===== src/rtl/cordic_pkg.sv =====
// Shared state encoding and constants for the CORDIC sequencer and its shift generator.
package cordic_pkg;

    typedef enum logic [2:0] {
        S_IDLE,
        S_LOAD,
        S_ITER,
        S_FINISH,
        S_DONE
    } state_t;

    // Hyperbolic CORDIC only converges if these shift indices are applied twice.
    localparam int HYP_REPEAT_0 = 4;
    localparam int HYP_REPEAT_1 = 13;
    localparam int HYP_REPEAT_2 = 40;

    // z is a binary angle: 2**p_WIDTH LSBs span this many degrees.
    localparam int ANGLE_FULL_TURN_DEG = 360;

    function automatic logic is_hyp_repeat(input int idx);
        return (idx == HYP_REPEAT_0) || (idx == HYP_REPEAT_1) || (idx == HYP_REPEAT_2);
    endfunction

endpackage


===== src/rtl/cordic_controller_if.sv =====
// Command and result handshakes of the CORDIC sequencer; master issues commands, slave is the controller.
interface cordic_controller_if #(
    parameter int p_WIDTH  = 32,
    parameter int p_ITER_W = 6
);
    logic                cmd_valid;
    logic                cmd_ready;
    logic [p_WIDTH-1:0]  cmd_x;
    logic [p_WIDTH-1:0]  cmd_y;
    logic [p_WIDTH-1:0]  cmd_z;
    logic                cmd_system;
    logic                cmd_mode;
    logic [p_ITER_W-1:0] cmd_iter;

    logic                res_valid;
    logic                res_ready;
    logic [p_WIDTH-1:0]  res_x;
    logic [p_WIDTH-1:0]  res_y;
    logic [p_WIDTH-1:0]  res_z;
    logic                res_overflow;
    logic [p_ITER_W-1:0] res_iter_done;

    modport master (
        output cmd_valid, cmd_x, cmd_y, cmd_z, cmd_system, cmd_mode, cmd_iter, res_ready,
        input  cmd_ready, res_valid, res_x, res_y, res_z, res_overflow, res_iter_done
    );

    modport slave (
        input  cmd_valid, cmd_x, cmd_y, cmd_z, cmd_system, cmd_mode, cmd_iter, res_ready,
        output cmd_ready, res_valid, res_x, res_y, res_z, res_overflow, res_iter_done
    );

endinterface


===== src/rtl/cordic_shift_gen.sv =====
// Shift-index generator: circular 0,1,2.. / hyperbolic 1,2,3,4,4,5..13,13.. saturating at p_WIDTH-1.
// Latency: clear/advance take effect on the next edge; shift is a registered output.
// Backpressure: none; advances only when the controller enables an iteration.
module cordic_shift_gen
    import cordic_pkg::*;
#(
    parameter int p_WIDTH   = 32,
    parameter int p_SHIFT_W = $clog2(p_WIDTH)
) (
    input  logic                 clk,
    input  logic                 rst,
    input  logic                 clear,
    input  logic                 advance,
    input  logic                 circular,
    output logic [p_SHIFT_W-1:0] shift
);

    localparam logic [p_SHIFT_W-1:0] SHIFT_MAX = p_SHIFT_W'(p_WIDTH - 1);

    logic [p_SHIFT_W-1:0] idx;
    logic                 repeated;
    logic                 hold_for_repeat;

    // A repeat index is issued once more before moving on; the flag marks the second issue.
    assign hold_for_repeat = !circular && !repeated && is_hyp_repeat(int'(idx));

    always_ff @(posedge clk) begin
        if (rst) begin
            idx      <= '0;
            repeated <= 1'b0;
        end else if (clear) begin
            idx      <= circular ? '0 : p_SHIFT_W'(1);
            repeated <= 1'b0;
        end else if (advance) begin
            if (hold_for_repeat) begin
                repeated <= 1'b1;
            end else begin
                repeated <= 1'b0;
                if (idx != SHIFT_MAX) begin
                    idx <= idx + p_SHIFT_W'(1);
                end
            end
        end
    end

    assign shift = idx;

endmodule


===== src/rtl/cordic_controller.sv =====
// Sequencer in front of the cordic core: latches a command, loads the core, issues one iteration per cycle.
// Latency: accept at edge 0 -> res_valid in cycle N+3 (N = clamped or overflow-truncated count).
// Backpressure: cmd_ready only in IDLE; result held in DONE until res_ready, then IDLE for one cycle.
module cordic_controller
    import cordic_pkg::*;
#(
    parameter int p_WIDTH    = 32,
    parameter int p_MAX_ITER = 32,
    parameter int p_ITER_W   = $clog2(p_MAX_ITER + 1),
    parameter int p_SHIFT_W  = $clog2(p_WIDTH)
) (
    input  logic                 clk,
    input  logic                 rst,
    cordic_controller_if.slave   bus,
    output logic                 busy,
    output logic                 core_load,
    output logic [p_WIDTH-1:0]   core_x_init,
    output logic [p_WIDTH-1:0]   core_y_init,
    output logic [p_WIDTH-1:0]   core_z_init,
    output logic                 core_system,
    output logic                 core_mode,
    output logic                 core_enable,
    output logic [p_SHIFT_W-1:0] core_shift,
    input  logic [p_WIDTH-1:0]   core_x,
    input  logic [p_WIDTH-1:0]   core_y,
    input  logic [p_WIDTH-1:0]   core_z,
    input  logic                 core_overflow
);

    typedef struct packed {
        logic [p_WIDTH-1:0]  x;
        logic [p_WIDTH-1:0]  y;
        logic [p_WIDTH-1:0]  z;
        logic                system;
        logic                mode;
        logic [p_ITER_W-1:0] count;
    } cmd_t;

    localparam logic [p_ITER_W-1:0] MAX_COUNT = p_ITER_W'(p_MAX_ITER);

    state_t              state;
    state_t              state_nxt;
    cmd_t                cmd_q;
    logic [p_ITER_W-1:0] iter_cnt;
    logic [p_ITER_W-1:0] clamped_iter;
    logic                ovf_q;
    logic                last_iter;

    assign clamped_iter = (bus.cmd_iter > MAX_COUNT) ? MAX_COUNT : bus.cmd_iter;
    assign last_iter    = (iter_cnt + p_ITER_W'(1)) == cmd_q.count;

    always_ff @(posedge clk) begin
        if (rst) begin
            state <= S_IDLE;
        end else begin
            state <= state_nxt;
        end
    end

    // Core strobes are gated by rst so an abort stops the core in the reset cycle itself.
    always_comb begin
        state_nxt     = state;
        bus.cmd_ready = 1'b0;
        bus.res_valid = 1'b0;
        busy          = 1'b1;
        core_load     = 1'b0;
        core_enable   = 1'b0;
        case (state)
            S_IDLE: begin
                busy          = 1'b0;
                bus.cmd_ready = 1'b1;
                if (bus.cmd_valid) begin
                    state_nxt = S_LOAD;
                end
            end
            S_LOAD: begin
                core_load = !rst;
                state_nxt = (cmd_q.count != '0) ? S_ITER : S_FINISH;
            end
            S_ITER: begin
                core_enable = !rst;
                if (core_overflow || last_iter) begin
                    state_nxt = S_FINISH;
                end
            end
            S_FINISH: begin
                state_nxt = S_DONE;
            end
            S_DONE: begin
                bus.res_valid = 1'b1;
                if (bus.res_ready) begin
                    state_nxt = S_IDLE;
                end
            end
            default: begin
                state_nxt = S_IDLE;
            end
        endcase
    end

    always_ff @(posedge clk) begin
        if (rst) begin
            cmd_q             <= '0;
            iter_cnt          <= '0;
            ovf_q             <= 1'b0;
            bus.res_x         <= '0;
            bus.res_y         <= '0;
            bus.res_z         <= '0;
            bus.res_overflow  <= 1'b0;
            bus.res_iter_done <= '0;
        end else begin
            case (state)
                S_IDLE: begin
                    if (bus.cmd_valid) begin
                        cmd_q.x           <= bus.cmd_x;
                        cmd_q.y           <= bus.cmd_y;
                        cmd_q.z           <= bus.cmd_z;
                        cmd_q.system      <= bus.cmd_system;
                        cmd_q.mode        <= bus.cmd_mode;
                        cmd_q.count       <= clamped_iter;
                        iter_cnt          <= '0;
                        ovf_q             <= 1'b0;
                        bus.res_overflow  <= 1'b0;
                        bus.res_iter_done <= '0;
                    end
                end
                S_ITER: begin
                    iter_cnt <= iter_cnt + p_ITER_W'(1);
                    if (core_overflow) begin
                        ovf_q <= 1'b1;
                    end
                end
                S_FINISH: begin
                    bus.res_x         <= core_x;
                    bus.res_y         <= core_y;
                    bus.res_z         <= core_z;
                    bus.res_overflow  <= ovf_q;
                    bus.res_iter_done <= iter_cnt;
                end
                default: begin
                end
            endcase
        end
    end

    assign core_x_init = cmd_q.x;
    assign core_y_init = cmd_q.y;
    assign core_z_init = cmd_q.z;
    assign core_system = cmd_q.system;
    assign core_mode   = cmd_q.mode;

    cordic_shift_gen #(
        .p_WIDTH   (p_WIDTH),
        .p_SHIFT_W (p_SHIFT_W)
    ) u_shift_gen (
        .clk      (clk),
        .rst      (rst),
        .clear    (state == S_LOAD),
        .advance  (core_enable),
        .circular (cmd_q.system),
        .shift    (core_shift)
    );

endmodule


===== src/flat_wrapper.sv =====
// flat-port wrapper written by rule: the top's interface ports become plain ports
module cordic_controller_flat import cordic_pkg::*;
#(
    parameter int p_WIDTH    = 32,
    parameter int p_MAX_ITER = 32,
    parameter int p_ITER_W   = $clog2(p_MAX_ITER + 1),
    parameter int p_SHIFT_W  = $clog2(p_WIDTH)
)
  (clk, rst, busy, core_load, core_x_init, core_y_init, core_z_init, core_system, core_mode, core_enable, core_shift, core_x, core_y, core_z, core_overflow, bus_cmd_valid, bus_cmd_x, bus_cmd_y, bus_cmd_z, bus_cmd_system, bus_cmd_mode, bus_cmd_iter, bus_res_ready, bus_cmd_ready, bus_res_valid, bus_res_x, bus_res_y, bus_res_z, bus_res_overflow, bus_res_iter_done);
  cordic_controller_if #(.p_WIDTH(p_WIDTH), .p_ITER_W(p_ITER_W)) bus_i ();
  input  logic clk;
  input  logic rst;
  output logic busy;
  output logic core_load;
  output logic [p_WIDTH-1:0] core_x_init;
  output logic [p_WIDTH-1:0] core_y_init;
  output logic [p_WIDTH-1:0] core_z_init;
  output logic core_system;
  output logic core_mode;
  output logic core_enable;
  output logic [p_SHIFT_W-1:0] core_shift;
  input  logic [p_WIDTH-1:0] core_x;
  input  logic [p_WIDTH-1:0] core_y;
  input  logic [p_WIDTH-1:0] core_z;
  input  logic core_overflow;
  input wire logic [$bits(bus_i.cmd_valid)-1:0] bus_cmd_valid;
  input wire logic [$bits(bus_i.cmd_x)-1:0] bus_cmd_x;
  input wire logic [$bits(bus_i.cmd_y)-1:0] bus_cmd_y;
  input wire logic [$bits(bus_i.cmd_z)-1:0] bus_cmd_z;
  input wire logic [$bits(bus_i.cmd_system)-1:0] bus_cmd_system;
  input wire logic [$bits(bus_i.cmd_mode)-1:0] bus_cmd_mode;
  input wire logic [$bits(bus_i.cmd_iter)-1:0] bus_cmd_iter;
  input wire logic [$bits(bus_i.res_ready)-1:0] bus_res_ready;
  output wire logic [$bits(bus_i.cmd_ready)-1:0] bus_cmd_ready;
  output wire logic [$bits(bus_i.res_valid)-1:0] bus_res_valid;
  output wire logic [$bits(bus_i.res_x)-1:0] bus_res_x;
  output wire logic [$bits(bus_i.res_y)-1:0] bus_res_y;
  output wire logic [$bits(bus_i.res_z)-1:0] bus_res_z;
  output wire logic [$bits(bus_i.res_overflow)-1:0] bus_res_overflow;
  output wire logic [$bits(bus_i.res_iter_done)-1:0] bus_res_iter_done;
  assign bus_i.cmd_valid = bus_cmd_valid;
  assign bus_i.cmd_x = bus_cmd_x;
  assign bus_i.cmd_y = bus_cmd_y;
  assign bus_i.cmd_z = bus_cmd_z;
  assign bus_i.cmd_system = bus_cmd_system;
  assign bus_i.cmd_mode = bus_cmd_mode;
  assign bus_i.cmd_iter = bus_cmd_iter;
  assign bus_i.res_ready = bus_res_ready;
  assign bus_cmd_ready = bus_i.cmd_ready;
  assign bus_res_valid = bus_i.res_valid;
  assign bus_res_x = bus_i.res_x;
  assign bus_res_y = bus_i.res_y;
  assign bus_res_z = bus_i.res_z;
  assign bus_res_overflow = bus_i.res_overflow;
  assign bus_res_iter_done = bus_i.res_iter_done;
  cordic_controller #(.p_WIDTH(p_WIDTH), .p_MAX_ITER(p_MAX_ITER), .p_ITER_W(p_ITER_W), .p_SHIFT_W(p_SHIFT_W)) u_core (.clk(clk), .rst(rst), .bus(bus_i), .busy(busy), .core_load(core_load), .core_x_init(core_x_init), .core_y_init(core_y_init), .core_z_init(core_z_init), .core_system(core_system), .core_mode(core_mode), .core_enable(core_enable), .core_shift(core_shift), .core_x(core_x), .core_y(core_y), .core_z(core_z), .core_overflow(core_overflow));
endmodule

===== config.mk =====
export PLATFORM = sky130hd
export DESIGN_NAME = cordic_controller_flat
export DESIGN_NICKNAME = d
export VERILOG_FILES = /design/src/rtl/cordic_pkg.sv /design/src/rtl/cordic_controller_if.sv /design/src/rtl/cordic_shift_gen.sv /design/src/rtl/cordic_controller.sv /design/src/flat_wrapper.sv
export SDC_FILE = /design/constraint.sdc
export NUM_CORES = 1
export LEC_CHECK = 0
export BUFFER_PORTS_ARGS = -buffer_cell sky130_fd_sc_hd__buf_2
export CORE_AREA = 4 4 160 162
export DETAILED_ROUTE_END_ITERATION = 7
export DIE_AREA = 0 0 164 166
export PLACE_DENSITY_LB_ADDON = 0.3
export SLEW_MARGIN = 15
export SYNTH_ARGS = -nofsm -noshare
export SYNTH_HDL_FRONTEND = slang
export SYNTH_HIERARCHICAL = 1
export SYNTH_SLANG_ARGS = --single-unit

===== constraint.sdc =====
create_clock -name clk -period 4.3 [get_ports clk]
set_clock_uncertainty 0.1 [all_clocks]
set_input_delay 0.43 -clock clk [delete_from_list [all_inputs] [get_ports clk]]
set_output_delay 0.43 -clock clk [all_outputs]
set_load 0.02 [all_outputs]

## Yosys cells after proc, flatten, opt, wreduce, memory -nomap -nowiden

Cells that the tools add are included.

- Add/sub/neg operators: 2
- Order comparisons: 1
- Equality and inequality tests: 13
- Multiplexer cells: 24
- Reductions and logical operators: 20

Operators by type and width:

| cell | number |
|---|---|
| 6-bit case mux with 2 select lines | 2 |
| 5-bit 2-to-1 mux | 4 |
| 3-bit case mux with 5 select lines | 1 |
| 6-bit 2-to-1 mux | 2 |
| 1-bit 2-to-1 mux | 10 |
| 3-bit 2-to-1 mux | 3 |
| 3-bit AND reduction | 3 |
| 2-bit inequality test (second input constant) | 4 |
| 2-bit nonzero test | 4 |
| 6-bit by 1-bit adder with 6-bit output (second input constant) | 1 |
| 3-bit by 2-bit equality test with 1-bit output (second input constant) | 2 |
| 6-bit equality test | 1 |
| 6-bit greater-than comparator (second input constant) | 1 |
| 2-bit AND reduction | 3 |
| 6-bit nonzero test | 1 |
| 5-bit by 1-bit adder with 5-bit output (second input constant) | 1 |
| 5-bit by 4-bit equality test with 1-bit output (second input constant) | 1 |
| 5-bit equality test (second input constant) | 1 |
| 5-bit inequality test (second input constant) | 1 |
| 1-bit case mux with 2 select lines | 2 |
| 3-bit by 1-bit equality test with 1-bit output (second input constant) | 1 |
| 3-bit equality test (second input constant) | 1 |
| 1-bit zero test | 3 |
| 3-bit zero test | 1 |
| other kinds (4) | 6 |

- Register bits: 223
- Input port bits: 205
- Output and inout bits: 211
- Word-level logic and storage cells: 76

## Longest topological paths before layout

- Depth after elaboration: 6
- Gate-level depth with buffers: 9
- Gate-level depth less buffers: 6

## Modules after synthesis

The synthesis kept the hierarchy.

Modules (own cells, without submodules):

| module | instances | cells each | area an instance (sq um) |
|---|---|---|---|
| cordic_controller | 1 | 1082 | 8494.4 |
| cordic_shift_gen | 1 | 41 | 402.9 |

## Worst setup path after synthesis

Ideal clock, no wire load.

- Path type: reg2reg
- Start: register u_core.state[1]
- End: register u_core.u_shift_gen.idx[4] (netlist: u_core/u_shift_gen/shift[4])
- Library setup time: 116 ps
- Data arrival time: 1881 ps
- Required time: 4084 ps
- Slack: 2202 ps
- Cell stages (with the launch flop): 8
- Buffers on the path: 2
- Clock period less this slack: 2098 ps
- Cell sequence: dfxtp_1 -> buf_6 -> or3b_1 -> buf_2 -> nor2_1 -> nand2b_1 -> and3_1 -> a31o_2

- Longest elaborated chain between the ends: 4

Ends and longest elaborated chain:

| what | line | source |
|---|---|---|
| start, declared | cordic_controller.sv:41 | `state_t state;` |
| start signal, assigned | cordic_controller.sv:56 | `state <= state_nxt;` |
| 3-bit by 2-bit equality test with 1-bit output | cordic_controller.sv:68 | `case (state)` |
| 1-bit 2-to-1 mux | cordic_controller.sv:68 |  |
| net core_enable | flat_wrapper.sv:20 | `output logic core_enable;` |
| 2-bit nonzero test (no line) | -- |  |
| 3-bit AND reduction (no line) | -- |  |
| end signal, assigned | cordic_shift_gen.sv:32 | `idx <= circular ? '0 : p_SHIFT_W'(1);` |
| end signal, assigned | cordic_shift_gen.sv:40 | `idx <= idx + p_SHIFT_W'(1);` |
| end, declared | cordic_shift_gen.sv:20 | `logic [p_SHIFT_W-1:0] idx;` |

The timed path passes the listed nets, and every way through them passes these cells.
A chain may end at the register's enable or synchronous reset.

## Final worst setup path

- Start: register u_core.state[1]
- End: output core_enable

- Longest elaborated chain between the ends: 2

Ends and longest elaborated chain:

| what | line |
|---|---|
| 3-bit by 2-bit equality test with 1-bit output | cordic_controller.sv:68 |
| 1-bit 2-to-1 mux | cordic_controller.sv:68 |
| end, declared | flat_wrapper.sv:20 |

Every way passes these cells.

==> metrics.md <==
| Metric | Value |
|---|---|
| Routed wire per std cell | `~15 um` |
| CTS Buf Count | `24` |
| Synth-to-layout area growth | `25.7%` |
| Share of the core filled with cells | `0.464` |
| GRT Resource Usage Total | `0.177` |
| Share of cells above drive strength 1 | `0.331` |
| Finished Layout Cells | `1741` |
| Max IR drop VDD | `0.305 mV` |
| DRT Pass-1 Iters | `5` |
| # Post-CTS Setup Buffers | `0` |
| Post-synth EDFFs | `0` |
| TritonCTS Sinks | `between 200 and 250` |
| # hold bufs at CTS | `0` |
| Kind of critical path | `reg -> out` |
| Area contributors post-synth | `dfxtp_1 (50%), nand2_1 (17%), a21oi_1 (12%)` |
| Mean post-synth cell area | `slightly below 8 um^2` |
| WP data arrival | `around 2.1 ns` |
| Critical path launch point type | `flip-flop` |
| Post-synthesis async set-or-reset flop share | `0` |
| Post-synthesis cell area | `~0.009 mm^2` |
| Initial antenna violation count | `1` |
| Measured slew at the worst slew-check pin | `around 1.1 ns` |
| Antenna-violating nets left | `0` |
| Outcome | `finished clean` |
| Post-DP HPWL | `between 15000 and 20000 um` |
| Die height | `roughly 170 um` |
| Remaining global-route overflow | `0` |
| H-tree levels | `1` |
| Fin. Hold Viols | `0` |
| Pwr Density | `541 mW/mm^2` |
| Final setup viols | `0` |
| Syn_nets | `around 1300` |
| # rows | `57` |
| Clock root cell | `clkbuf_16` |
| Most frequent cells after synthesis | `nand2_1 (406), dfxtp_1 (223), a21oi_1 (219), buf_4 (97), clkbuf_1 (51)` |
| Crit end category | `output port` |
| Maximum capacitance violations | `0` |
| Number of DRC markers in iteration 0 | `around 460` |
| Die X | `about 160 um` |
| Ys Warns | `6` |
| Total Wirelength | `approximately 26000 um` |
| Ys flop type | `dfxtp_1` |
| Core area | `between 0.02 and 0.025 mm^2` |
| Largest net degree at the start of global routing | `roughly 110` |
| Upper clock frequency limit | `around 380 MHz` |
| Tcrit/Tclk final | `0.617` |
| Clk buf depth | `3` |
| Leakage power | `around 5.0 nW` |
| Fin crit period | `2.65 ns` |
| Insertion delay to the later sink of the worst-skew pair | `0.52 ns` |
| Post-cts gate resize count | `0` |
| Final hold slack | `a little under 0.05 ns` |
| Max Slew Vio Count | `0` |
| Vias in the first global route | `~7800` |
| Most common cell in the netlist | `nand2_1` |
| Nets | `roughly 1600` |
| Area fraction of the dominant cell type after synthesis | `0.502` |
| Worst-path clk slew | `roughly 0.06 ns` |
| Largest area contributor in the synthesized netlist | `dfxtp_1` |
| I/O Buffers | `between 400 and 500` |
| Sequential-to-total area share from yosys stat | `0.502` |
| Max_slew headroom | `0.271` |
| Placed cell areas | `~0.010 mm^2` |
| Boundary Pins | `~420` |
| First-pass GRT wire length | `40300 um` |
| Die area | `0.0272 mm^2` |
| Mapped Cells | `roughly 1100` |
| # fillers | `roughly 2500` |
| Final Cell Area | `about 0.011 mm^2` |
| CTS tree | `done` |
| Hold Path Class | `in -> reg` |
| Via count | `8138` |
| Vias per inst | `4.67` |
| Crit Path Max Fanout | `10` |
| WP data required | `between 3 and 4 ns` |
| Initial Utilization | `0.369` |
| Setup TNS | `0 ns` |
| Gp weighted congestion | `0.807` |
| RSZ-0062 raised after global routing | `no` |
| Dpl cells | `~1700` |
| Residual DRC | `0` |
| Seq cells post-synth | `~220` |
| Cell variety after synth | `46` |
report_power, final:
part	switching, W	internal (W)	leakage, nW
logic	0.00102	0.000479	2.82
clock network	0.000822	0.00126	0.385
registers	0.000152	0.00232	1.81
total	0.00199	0.00406	5.02
flip-flops by register name, summed over array words and instances, names as in the netlist, 3 cells and up:
| signal | flops |
|---|---|
| u_core/bus.res_iter_done | 6 |
| u_core/bus.res_x | 32 |
| u_core/bus.res_y | 32 |
| u_core/bus.res_z | 32 |
| u_core/cmd_q | 6 |
| u_core/core_x_init | 32 |
| u_core/core_y_init | 32 |
| u_core/core_z_init | 32 |
| u_core/iter_cnt | 6 |
| u_core/state | 3 |
| u_core/u_shift_gen/shift | 5 |
logic make-up after synthesis:
group                      after synthesis  synth area share
and+or+nand+nor                        472             0.219
AOI/OAI and AO/OA                      241             0.141
DFF                                    223             0.502
buffers and inverters                  174             0.123
xor gates and xnor gates                 5           0.00492
adders and majority gates                5           0.00703
muxes                                    3           0.00352
worst max-delay path, stage by stage, from the launching register on:
cell and delay (ns):
dfxtp_1 0.50, or3b_1 0.54, nor2_1 0.33, buf_2 0.24
placed cells by master, fill, tap and decap left out, types with 3 or more instances in the layout:
cell and count:
clkinvlp_4 3, bufinv_16 3, nor2b_1 6, nand3_1 13
nand3b_1 7, or3_1 4, a211oi_1 3, clkbuf_8 3
a21oi_1 219, xnor2_1 3, buf_4 5, clkinv_2 3
clkbuf_16 24, nand2_1 405, nor3_1 5, o21ai_0 7
clkbuf_1 5, buf_2 414, nor2_1 9, ha_1 5
nor3b_1 4, dfxtp_1 223
cell type report:
class,instances,area (um^2),share of cell area
Antenna cell,2,5.00,0.000448
Inverter,3,11.3,0.00101
Clock buffer,32,661,0.0591
Sequential cell,223,4460,0.399
Timing Repair Buffer,421,2140,0.191
Clock inverter,10,144,0.0129
Tap cell,324,405,0.0363
Multi-Input combinational cell,726,3350,0.300
layer usage:
metal	vias up	track usage	share of wire	wire [um]
met5	-	0	0	0
met4	0	0.0427	0.019	488
met3	32	0.0660	0.11	2850
met2	323	0.315	0.49	12700
met1	3680	0.200	0.38	9910
li1	4103	-	-	-
metrics by stage:
stage	setup WS, ns	total power [W]
CTS	1.63	0.00615
floorplan	2.20	0.00374
detailed placement	1.84	0.00403
finish	1.65	0.00605
global route	1.55	0.00641
global placement	1.90	0.00401
worst paths after layout:
| check | slack, ns | end | start | depth (start not counted) |
|---|---|---|---|---|
| min | 0.05 | u_core/bus.res_y[18] | core_y[18] | 3 |
| max | 1.65 | core_enable | u_core/state[1] | 3 |
| min reg2reg | 0.35 | u_core/core_z_init[8] | u_core/core_z_init[8] | 2 |
| max reg2reg | 1.83 | u_core/core_y_init[18] | u_core/state[1] | 6 |
No activity file was read; power rests on OpenSTA's default activity.
